### src/rtl/i2c_reg_access_ctrl_if.sv
// Bus between the byte-level I2C slave engine / register file and the
// transaction sequencer. The slave modport is the sequencer's view.
interface i2c_reg_access_ctrl_if #(
  parameter int PTR_W = 7
);
  logic [6:0]       slave_address_i;
  logic             addr_ready_i;
  logic             start_det_i;
  logic             stop_det_i;
  logic             rx_valid_i;
  logic [7:0]       rx_byte_i;
  logic             tx_load_i;
  logic             master_nack_i;
  logic [7:0]       reg_rdata_i;
  logic             ack_valid_o;
  logic             ack_o;
  logic [7:0]       tx_byte_o;
  logic [PTR_W-1:0] reg_addr_o;
  logic             reg_wr_en_o;
  logic [7:0]       reg_wdata_o;
  logic             busy_o;

  modport slave (
    input  slave_address_i, addr_ready_i, start_det_i, stop_det_i,
           rx_valid_i, rx_byte_i, tx_load_i, master_nack_i, reg_rdata_i,
    output ack_valid_o, ack_o, tx_byte_o, reg_addr_o, reg_wr_en_o,
           reg_wdata_o, busy_o
  );

  modport master (
    output slave_address_i, addr_ready_i, start_det_i, stop_det_i,
           rx_valid_i, rx_byte_i, tx_load_i, master_nack_i, reg_rdata_i,
    input  ack_valid_o, ack_o, tx_byte_o, reg_addr_o, reg_wr_en_o,
           reg_wdata_o, busy_o
  );
endinterface

### src/rtl/i2c_reg_access_ctrl.sv
// I2C transaction sequencer: address match, register pointer, write strobes,
// read data fetch and ACK/NACK decisions for the PWM register file.
module i2c_reg_access_ctrl #(
  parameter int NUM_REGS = 70,
  parameter int PTR_W    = 7,
  parameter int AUTO_INC = 1
) (
  input  logic                 clk_i,
  input  logic                 rst_i,
  i2c_reg_access_ctrl_if.slave bus
);

  typedef enum logic [2:0] {
    IDLE    = 3'd0,
    ADDR    = 3'd1,
    PTR     = 3'd2,
    WR_DATA = 3'd3,
    RD_DATA = 3'd4,
    IGNORE  = 3'd5
  } state_e;

  state_e state_q, state_d;

  logic ack_vld_d, ack_d, wr_en_d, ptr_load_d, tx_take_d;
  logic addr_match, ptr_in_range;

  logic             ack_vld_p1;
  logic             ack_p1;
  logic             wr_en_p1;
  logic [7:0]       wdata_p1;
  logic [7:0]       tx_byte_p1;
  logic [PTR_W-1:0] ptr_q;

  function automatic logic [PTR_W-1:0] next_ptr(input logic [PTR_W-1:0] p);
    if (p == PTR_W'(NUM_REGS - 1)) return '0;
    else                           return p + PTR_W'(1);
  endfunction

  assign addr_match   = bus.addr_ready_i && (bus.rx_byte_i[7:1] == bus.slave_address_i);
  assign ptr_in_range = (int'(bus.rx_byte_i) < NUM_REGS);

  always_ff @(posedge clk_i or posedge rst_i) begin
    if (rst_i) state_q <= IDLE;
    else       state_q <= state_d;
  end

  // START wins over everything else in the cycle; dropped events produce no side effects.
  always_comb begin
    state_d    = state_q;
    ack_vld_d  = 1'b0;
    ack_d      = 1'b0;
    wr_en_d    = 1'b0;
    ptr_load_d = 1'b0;
    tx_take_d  = 1'b0;
    if (bus.start_det_i) begin
      state_d = ADDR;
    end else if (bus.stop_det_i) begin
      state_d = IDLE;
    end else begin
      case (state_q)
        ADDR: if (bus.rx_valid_i) begin
          ack_vld_d = 1'b1;
          if (addr_match) begin
            ack_d   = 1'b1;
            state_d = bus.rx_byte_i[0] ? RD_DATA : PTR;
          end else begin
            state_d = IGNORE;
          end
        end
        PTR: if (bus.rx_valid_i) begin
          ack_vld_d = 1'b1;
          if (ptr_in_range) begin
            ack_d      = 1'b1;
            ptr_load_d = 1'b1;
            state_d    = WR_DATA;
          end else begin
            state_d = IGNORE;
          end
        end
        WR_DATA: if (bus.rx_valid_i) begin
          ack_vld_d = 1'b1;
          ack_d     = 1'b1;
          wr_en_d   = 1'b1;
        end
        RD_DATA: begin
          tx_take_d = bus.tx_load_i;
          if (bus.master_nack_i) state_d = IGNORE;
        end
        IGNORE: ack_vld_d = bus.rx_valid_i;
        default: ;
      endcase
    end
  end

  // Stage p1: registered ACK, write strobe/data, read byte and pointer.
  // The pointer advances the edge after the write strobe so the strobe carries the old address.
  always_ff @(posedge clk_i or posedge rst_i) begin
    if (rst_i) begin
      ack_vld_p1 <= 1'b0;
      ack_p1     <= 1'b0;
      wr_en_p1   <= 1'b0;
      wdata_p1   <= '0;
      tx_byte_p1 <= '0;
      ptr_q      <= '0;
    end else begin
      ack_vld_p1 <= ack_vld_d;
      ack_p1     <= ack_d;
      wr_en_p1   <= wr_en_d;
      if (wr_en_d)   wdata_p1   <= bus.rx_byte_i;
      if (tx_take_d) tx_byte_p1 <= bus.reg_rdata_i;
      if (ptr_load_d)
        ptr_q <= PTR_W'(bus.rx_byte_i);
      else if ((AUTO_INC != 0) && (tx_take_d || wr_en_p1))
        ptr_q <= next_ptr(ptr_q);
    end
  end

  assign bus.ack_valid_o = ack_vld_p1;
  assign bus.ack_o       = ack_p1;
  assign bus.reg_wr_en_o = wr_en_p1;
  assign bus.reg_wdata_o = wdata_p1;
  assign bus.tx_byte_o   = tx_byte_p1;
  assign bus.reg_addr_o  = ptr_q;
  assign bus.busy_o      = (state_q != IDLE);

endmodule

### src/flat_wrapper.sv
// flat-port wrapper written by rule: the top's interface ports become plain ports
module i2c_reg_access_ctrl_flat 
#(
  parameter int NUM_REGS = 70,
  parameter int PTR_W    = 7,
  parameter int AUTO_INC = 1
)
  (clk_i, rst_i, bus_slave_address_i, bus_addr_ready_i, bus_start_det_i, bus_stop_det_i, bus_rx_valid_i, bus_rx_byte_i, bus_tx_load_i, bus_master_nack_i, bus_reg_rdata_i, bus_ack_valid_o, bus_ack_o, bus_tx_byte_o, bus_reg_addr_o, bus_reg_wr_en_o, bus_reg_wdata_o, bus_busy_o);
  i2c_reg_access_ctrl_if #(.PTR_W(PTR_W)) bus_i ();
  input  logic clk_i;
  input  logic rst_i;
  input wire logic [$bits(bus_i.slave_address_i)-1:0] bus_slave_address_i;
  input wire logic [$bits(bus_i.addr_ready_i)-1:0] bus_addr_ready_i;
  input wire logic [$bits(bus_i.start_det_i)-1:0] bus_start_det_i;
  input wire logic [$bits(bus_i.stop_det_i)-1:0] bus_stop_det_i;
  input wire logic [$bits(bus_i.rx_valid_i)-1:0] bus_rx_valid_i;
  input wire logic [$bits(bus_i.rx_byte_i)-1:0] bus_rx_byte_i;
  input wire logic [$bits(bus_i.tx_load_i)-1:0] bus_tx_load_i;
  input wire logic [$bits(bus_i.master_nack_i)-1:0] bus_master_nack_i;
  input wire logic [$bits(bus_i.reg_rdata_i)-1:0] bus_reg_rdata_i;
  output wire logic [$bits(bus_i.ack_valid_o)-1:0] bus_ack_valid_o;
  output wire logic [$bits(bus_i.ack_o)-1:0] bus_ack_o;
  output wire logic [$bits(bus_i.tx_byte_o)-1:0] bus_tx_byte_o;
  output wire logic [$bits(bus_i.reg_addr_o)-1:0] bus_reg_addr_o;
  output wire logic [$bits(bus_i.reg_wr_en_o)-1:0] bus_reg_wr_en_o;
  output wire logic [$bits(bus_i.reg_wdata_o)-1:0] bus_reg_wdata_o;
  output wire logic [$bits(bus_i.busy_o)-1:0] bus_busy_o;
  assign bus_i.slave_address_i = bus_slave_address_i;
  assign bus_i.addr_ready_i = bus_addr_ready_i;
  assign bus_i.start_det_i = bus_start_det_i;
  assign bus_i.stop_det_i = bus_stop_det_i;
  assign bus_i.rx_valid_i = bus_rx_valid_i;
  assign bus_i.rx_byte_i = bus_rx_byte_i;
  assign bus_i.tx_load_i = bus_tx_load_i;
  assign bus_i.master_nack_i = bus_master_nack_i;
  assign bus_i.reg_rdata_i = bus_reg_rdata_i;
  assign bus_ack_valid_o = bus_i.ack_valid_o;
  assign bus_ack_o = bus_i.ack_o;
  assign bus_tx_byte_o = bus_i.tx_byte_o;
  assign bus_reg_addr_o = bus_i.reg_addr_o;
  assign bus_reg_wr_en_o = bus_i.reg_wr_en_o;
  assign bus_reg_wdata_o = bus_i.reg_wdata_o;
  assign bus_busy_o = bus_i.busy_o;
  i2c_reg_access_ctrl #(.NUM_REGS(NUM_REGS), .PTR_W(PTR_W), .AUTO_INC(AUTO_INC)) u_core (.clk_i(clk_i), .rst_i(rst_i), .bus(bus_i));
endmodule
### config.mk
export PLATFORM = sky130hd
export DESIGN_NAME = i2c_reg_access_ctrl_flat
export DESIGN_NICKNAME = d
export VERILOG_FILES = /design/src/rtl/i2c_reg_access_ctrl_if.sv /design/src/rtl/i2c_reg_access_ctrl.sv /design/src/flat_wrapper.sv
export SDC_FILE = /design/constraint.sdc
export NUM_CORES = 1
export LEC_CHECK = 0
export BUFFER_PORTS_ARGS = -buffer_cell sky130_fd_sc_hd__buf_2
export CORE_MARGIN = 3
export CORE_UTILIZATION = 48
export DETAILED_ROUTE_END_ITERATION = 8
export MAX_ROUTING_LAYER = met4
export PLACE_DENSITY_LB_ADDON = 0.2
export SETUP_SLACK_MARGIN = 0.3
export SLEW_MARGIN = 20
export SYNTH_ARGS = -nofsm -noshare
export SYNTH_HDL_FRONTEND = slang
export SYNTH_SLANG_ARGS = --single-unit
### constraint.sdc
create_clock -name clk_i -period 2.2 [get_ports clk_i]
set_clock_uncertainty 0.1 [all_clocks]
set_input_delay 0 -clock clk_i [delete_from_list [all_inputs] [get_ports clk_i]]
set_output_delay 0 -clock clk_i [all_outputs]
set_load 0.1 [all_outputs]
* After elaboration in Yosys (flattened, before gate mapping)
Cells that the tools add are included.
Operators by class: $add $sub $neg 1, $lt $le $gt $ge 1, equal/unequal tests 10, muxes and demuxes 32, reductions and logical operators 7
Operators by type and width (count):
- $mux 3 | 8
- $mux 7 | 3
- $mux 1 | 18
- $ne 4x4->1 const B | 3
- $pmux 3 s3 | 1
- $lt 8x7->1 const B | 1
- $add 7x1->7 const B | 1
- $eq 7x7->1 | 1
- $eq 7x7->1 const B | 1
- $eq 3x2->1 const B | 2
- $eq 3x3->1 const B | 2
- $reduce_bool 5->1 | 1
- $reduce_and 4->1 | 1
- $eq 3x1->1 const B | 1
- $pmux 1 s3 | 1
- $reduce_bool 3->1 | 1
- $reduce_or 3->1 | 1
- $pmux 1 s2 | 1
- $reduce_bool 2->1 | 1
- $logic_and 1x1->1 | 1
- $logic_or 1x1->1 | 1
Word-level totals: bits in registers 29, input bits 31, output and inout port bits 27, word-level logic and storage cells 58

* Depth between registers and ports, before layout
depth after elaboration 7, gate-level depth with buffers 7, depth with buffers taken out 7

* Worst setup path before layout
Ideal clock, no wire load.
path kind register to register, start point reg u_core.ptr_q[0], in the netlist u_core.bus.reg_addr_o[0], end point reg u_core.ptr_q[6], in the netlist u_core.bus.reg_addr_o[6], setup time 133 ps, arrival 2046 ps, required time 1967 ps, slack -79 ps, cell stages (with the launch flop) 7, path buffers 0, period minus slack after synthesis 2279 ps, cell sequence dfrtp_1 -> ha_1 -> nand3_1 -> or2_2 -> nor2b_1 -> o21ai_0 -> a22oi_1
On the way: longest elaborated chain between the ends 4, elaborated cells on any way between the ends 5, those cells by class add/sub (1); eq/ne (1); mux (3)
RTL lines:
- from (decl) | line i2c_reg_access_ctrl.sv:32 | logic [PTR_W-1:0] ptr_q;
- from (signal assigned) | line i2c_reg_access_ctrl.sv:112 | ptr_q <= PTR_W'(bus.rx_byte_i);
- from (signal assigned) | line i2c_reg_access_ctrl.sv:114 | ptr_q <= next_ptr(ptr_q);
- $add 7x1->7 or $eq 7x7->1 (tied branches) | line i2c_reg_access_ctrl.sv:36, i2c_reg_access_ctrl.sv:35
- $mux 7 (*) | line i2c_reg_access_ctrl.sv:35 | if (p == PTR_W'(NUM_REGS - 1)) return '0;
- $mux 7 (*) | line i2c_reg_access_ctrl.sv:113 | else if ((AUTO_INC != 0) && (tx_take_d || wr_en_p1))
- $mux 7 (*) | line i2c_reg_access_ctrl.sv:111 | if (ptr_load_d)
Mark *: on every way between the ends. The rest lies on a longest branch, timed or not. The select of a mux whose other input is x is not followed. A chain may end at the register's enable or synchronous reset.

* Worst setup path in the final report
start point reg u_core.state_q[0], end point reg u_core.ptr_q[3], in the netlist u_core.bus.reg_addr_o[3]
On the way: longest elaborated chain between the ends 6, elaborated cells on any way between the ends 11, those cells by class eq/ne (2); mux (7); reduce/logical (2)
RTL lines:
- from (decl) | line i2c_reg_access_ctrl.sv:22 | state_e state_q, state_d;
- from (signal assigned) | line i2c_reg_access_ctrl.sv:44 | else state_q <= state_d;
- $eq 3x3->1 | line i2c_reg_access_ctrl.sv:60 | case (state_q)
- $mux 1 | line i2c_reg_access_ctrl.sv:60
- $mux 1 | line i2c_reg_access_ctrl.sv:57 | end else if (bus.stop_det_i) begin
- $mux 1 | line i2c_reg_access_ctrl.sv:55 | if (bus.start_det_i) begin
- $logic_or 1x1->1 | line i2c_reg_access_ctrl.sv:113
- $reduce_bool 2->1 (no line)
Several ways; a longest one is shown, not always the timed one.

==> flow_summary_export.csv <==
group,metric,value,unit
status,result_of_the_run,"completed",
global_route,globalRouteTotalUtil,21.7,%
synthesis,post_synthesis_compound_gate_area_fraction,11.3,%
place,detailedPlace.worstSlack,0.383,ns
routing,wire_per_inst,14.5,um
critical_path,category_of_the_worst_setup_path_capture_point,"flop",
synthesis,synth.top_cells.by_area,"sky130_fd_sc_hd__dfrtp_1 48%, sky130_fd_sc_hd__mux2_2 12%, sky130_fd_sc_hd__xnor2_1 5.8%",
routing,drc,0,
critical_path,rr_worst_depth,4,
sta,min_period_over_period,85.1,%
critical_path,startpoint,"u_core.state_q[0]",
routing,final_antenna_net_count,0,
synthesis,yosys.area_share.adder,1.65,%
place,gpl.final_weighted_congestion,0.843,
sta,hold_viol,0,
clock_network,cell_chosen_for_the_clock_root,"sky130_fd_sc_hd__clkbuf_4",
synthesis,syn_inst,136,
hold_path,timing.hold.worst.start,"bus_addr_ready_i",
sta,fmax,0.534,GHz
synthesis,ys_seq_area_share,47.9,%
clock_network,cts_tree,"yes",
synthesis,fraction_of_synthesized_cell_area_taken_by_the_top_area_cell_type,47.9,%
routing,initialDrtViolationCount,34,
finish,layout.cells.most_common,"sky130_fd_sc_hd__buf_2",
clock_network,post_cts_buffers,0,
synthesis,netlist-cell-type-count,37,
global_route,grt_max_degree,16,
sta,worst_slew_margin_rel,61.2,%
synthesis,post_synth_instance_area,1520,um2
hold_path,timing.hold.worst_endpoint,"u_core.bus.ack_o",
sta,rsz0062_at_grt,"true",
sta,setup_violations,0,
critical_path,r2r-end,"u_core.bus.reg_addr_o[3]",
finish,filler_cell_count,195,
finish,antenna_cells_inserted,0,
pwr,irDropWorstVdd,0.000982,V
clock_network,maximum_count_of_clock_buffers_along_a_single_path,2,
finish,layout.cells.most_common_list,"57 x sky130_fd_sc_hd__buf_2, 21 x sky130_fd_sc_hd__dlygate4sd3_1, 20 x sky130_fd_sc_hd__dfrtp_1",
routing,vias,1365,
critical_path,worstPathRequired,2.35,ns
floorplanning,die_width,62.2,um
synthesis,syn-mean-instance-area,11.2,um2
routing,wl_met1,1.63,mm
routing,via_per_inst,5.23,
synthesis,synth.yosys.warnings,0,
synthesis,ys_seq_elements,29,
routing,route.met2.wl,1.84,mm
floorplanning,die-area,3870,um2
routing,detail_route.wirelength,3.80,mm
synthesis,synth.area.mux_share,12.5,%
finish,drive_gt1_share,46.1,%
global_route,initial_antenna_violation_count,0,
synthesis,postSynth.topFlopCell,"sky130_fd_sc_hd__dfrtp_1",
critical_path,cp.arrival,2.02,ns
synthesis,synthesis.nets,169,
floorplanning,std_cell_rows,19,
hold_path,min_delay_path_depth,5,
synthesis,synth_area_leader_cell,"sky130_fd_sc_hd__dfrtp_1",
pwr,pwr_density_cell,874,nW/um2
sta,worst_slew_pin_slew,0.581,ns
clock_network,cts_inserted_buffers,5,
clock_network,worst_skew_pair.late_latency,0.33,ns
sta,slew_violations,0,
synthesis,synthArstFlopShare,100,%
synthesis,synth_top_family_by_area,"simple AND/OR/NAND/NOR gates",
floorplanning,initial_utilization,52.7,%
sta,finalWorstPathRequiredPeriod,1.87,ns
critical_path,setup.worst_path.start_class,"flop",
clock_network,clkTransAtPathRegs,0.10,ns
floorplanning,chipHeight,62.2,um
critical_path,timing.setup.critical_path_class,"flop to flop",
global_route,grt_pass1_vias,1378,
global_route,global_route_wire_length_before_repair,6.43,mm
hold_path,hold_path.class,"input port to flop",
finish,share_of_the_core_filled_with_cells_in_the_final_layout,74.8,%
synthesis,synth-simple-area-share,17.7,%
routing,drt-pass1-iter-count,4,
clock_network,cts.htree.levels,2,
sta,fin_hold_ws,0.0364,ns
place,portBuffers,57,
finish,area_growth_syn_to_layout,41.9,%
floorplanning,number_of_ports_placed_on_the_die_boundary,58,
pwr,fin_total_pwr,1880,uW
floorplanning,core_region_area,2880,um2
finish,num-nets-final,251,
run,maxcap_violations,0,
pwr,power.leakage,0.00101,uW
critical_path,critPathMaxFanout,12,
critical_path,r2r_start,"u_core.state_q[0]",
routing,detailroute.wirelength.met3,246,um
sta,layout_setup_ws,0.327,ns
synthesis,synth_xor_area_share,5.78,%
global_route,global_route.overflow_total,0,
synthesis,synth_edf_count,0,
critical_path,reg_to_reg_setup_timing_slack,0.33,ns
clock_network,clock_sink_count,29,
place,place.detailed.hpwl,2.74,mm
routing,route.top_layer_used,"met4",
sta,fin_tns_setup,0,ns
[state kept, by name, indices dropped and copies added, names as in the netlist]
signal / flops
u_core.state_q: 3
u_core.bus.tx_byte_o: 8
u_core.bus.reg_wdata_o: 8
u_core.bus.ack_o: 1
u_core.bus.ack_valid_o: 1
u_core.bus.reg_addr_o: 7
u_core.bus.reg_wr_en_o: 1
[critical path, cell delays in order (launching register included)]
cell and delay (ns):
sky130_fd_sc_hd__dfrtp_1 0.55, sky130_fd_sc_hd__nor2_8 0.20, sky130_fd_sc_hd__a41oi_4 0.22, sky130_fd_sc_hd__or4_1 0.55
sky130_fd_sc_hd__a31oi_1 0.17
[repair_timing]
action / CTS / global route
hold endpoints to repair: 43 / 0
hold buffers: 21 / 0
endpoints found under the setup margin: 0 / 8
resized for setup: 0 / 6
[power breakdown]
part	switching [uW]	internal (uW)
sequential	65.0	607
combinational	600	168
clock	201	240
total	866	1020
[Yosys cell counts (2+ instances only)]
cell and instances:
sky130_fd_sc_hd__dfrtp_1 29, sky130_fd_sc_hd__mux2_2 16, sky130_fd_sc_hd__nor2_1 12, sky130_fd_sc_hd__xnor2_1 10, sky130_fd_sc_hd__nand2_1 7, sky130_fd_sc_hd__nor3_1 7
sky130_fd_sc_hd__o21ai_0 7, sky130_fd_sc_hd__a21oi_1 6, sky130_fd_sc_hd__inv_1 3, sky130_fd_sc_hd__nand3_1 3, sky130_fd_sc_hd__nand4_1 3, sky130_fd_sc_hd__o21a_1 3
sky130_fd_sc_hd__a31oi_1 2, sky130_fd_sc_hd__buf_4 2, sky130_fd_sc_hd__buf_6 2, sky130_fd_sc_hd__ha_1 2, sky130_fd_sc_hd__nor4_1 2
[worst max path at each step]
stage	to	slack [ns]
floorplan	u_core.bus.reg_addr_o[3]	0.35
detailed placement	u_core.bus.reg_addr_o[1]	0.38
CTS	u_core.bus.reg_addr_o[3]	0.31
finish	u_core.bus.reg_addr_o[3]	0.33
global placement	u_core.bus.reg_addr_o[1]	0.41
global route	u_core.bus.reg_addr_o[3]	0.26
[through the flow]
step,cell area (um2),instances
after floorplan,1530,136
after global placement,1840,232
after detailed placement,1840,232
after CTS,2130,261
after global routing,2150,261
final,2150,261
[cell families (layout without fill, tap and decap cells)]
logic type      after synthesis  in the layout
simple gates                 46             46
flops                        29             29
compound gates               25             25
mux                          17             17
xor+xnor                     10             10
buf+inv                       7             90
fa+ha+maj                     2              2
[cell type report]
class / instances / area (um2) / share of cell area [%]
clock buffers: 5 / 37.5 / 1.74
well taps: 42 / 52.6 / 2.44
inverters: 3 / 11.3 / 0.523
multi-input cells: 100 / 759 / 35.3
clock inverters: 3 / 46.3 / 2.15
repair buffers: 79 / 503 / 23.4
flip-flops and latches: 29 / 742 / 34.5
[routing by layer]
layer / global-route usage (%) / vias to the layer above
met5: - / -
met4: 7.46 / 0
met3: 6.49 / 10
met2: 33.6 / 54
met1: 27.1 / 647
li1: - / 654
No activity file was read; power rests on OpenSTA's default activity.
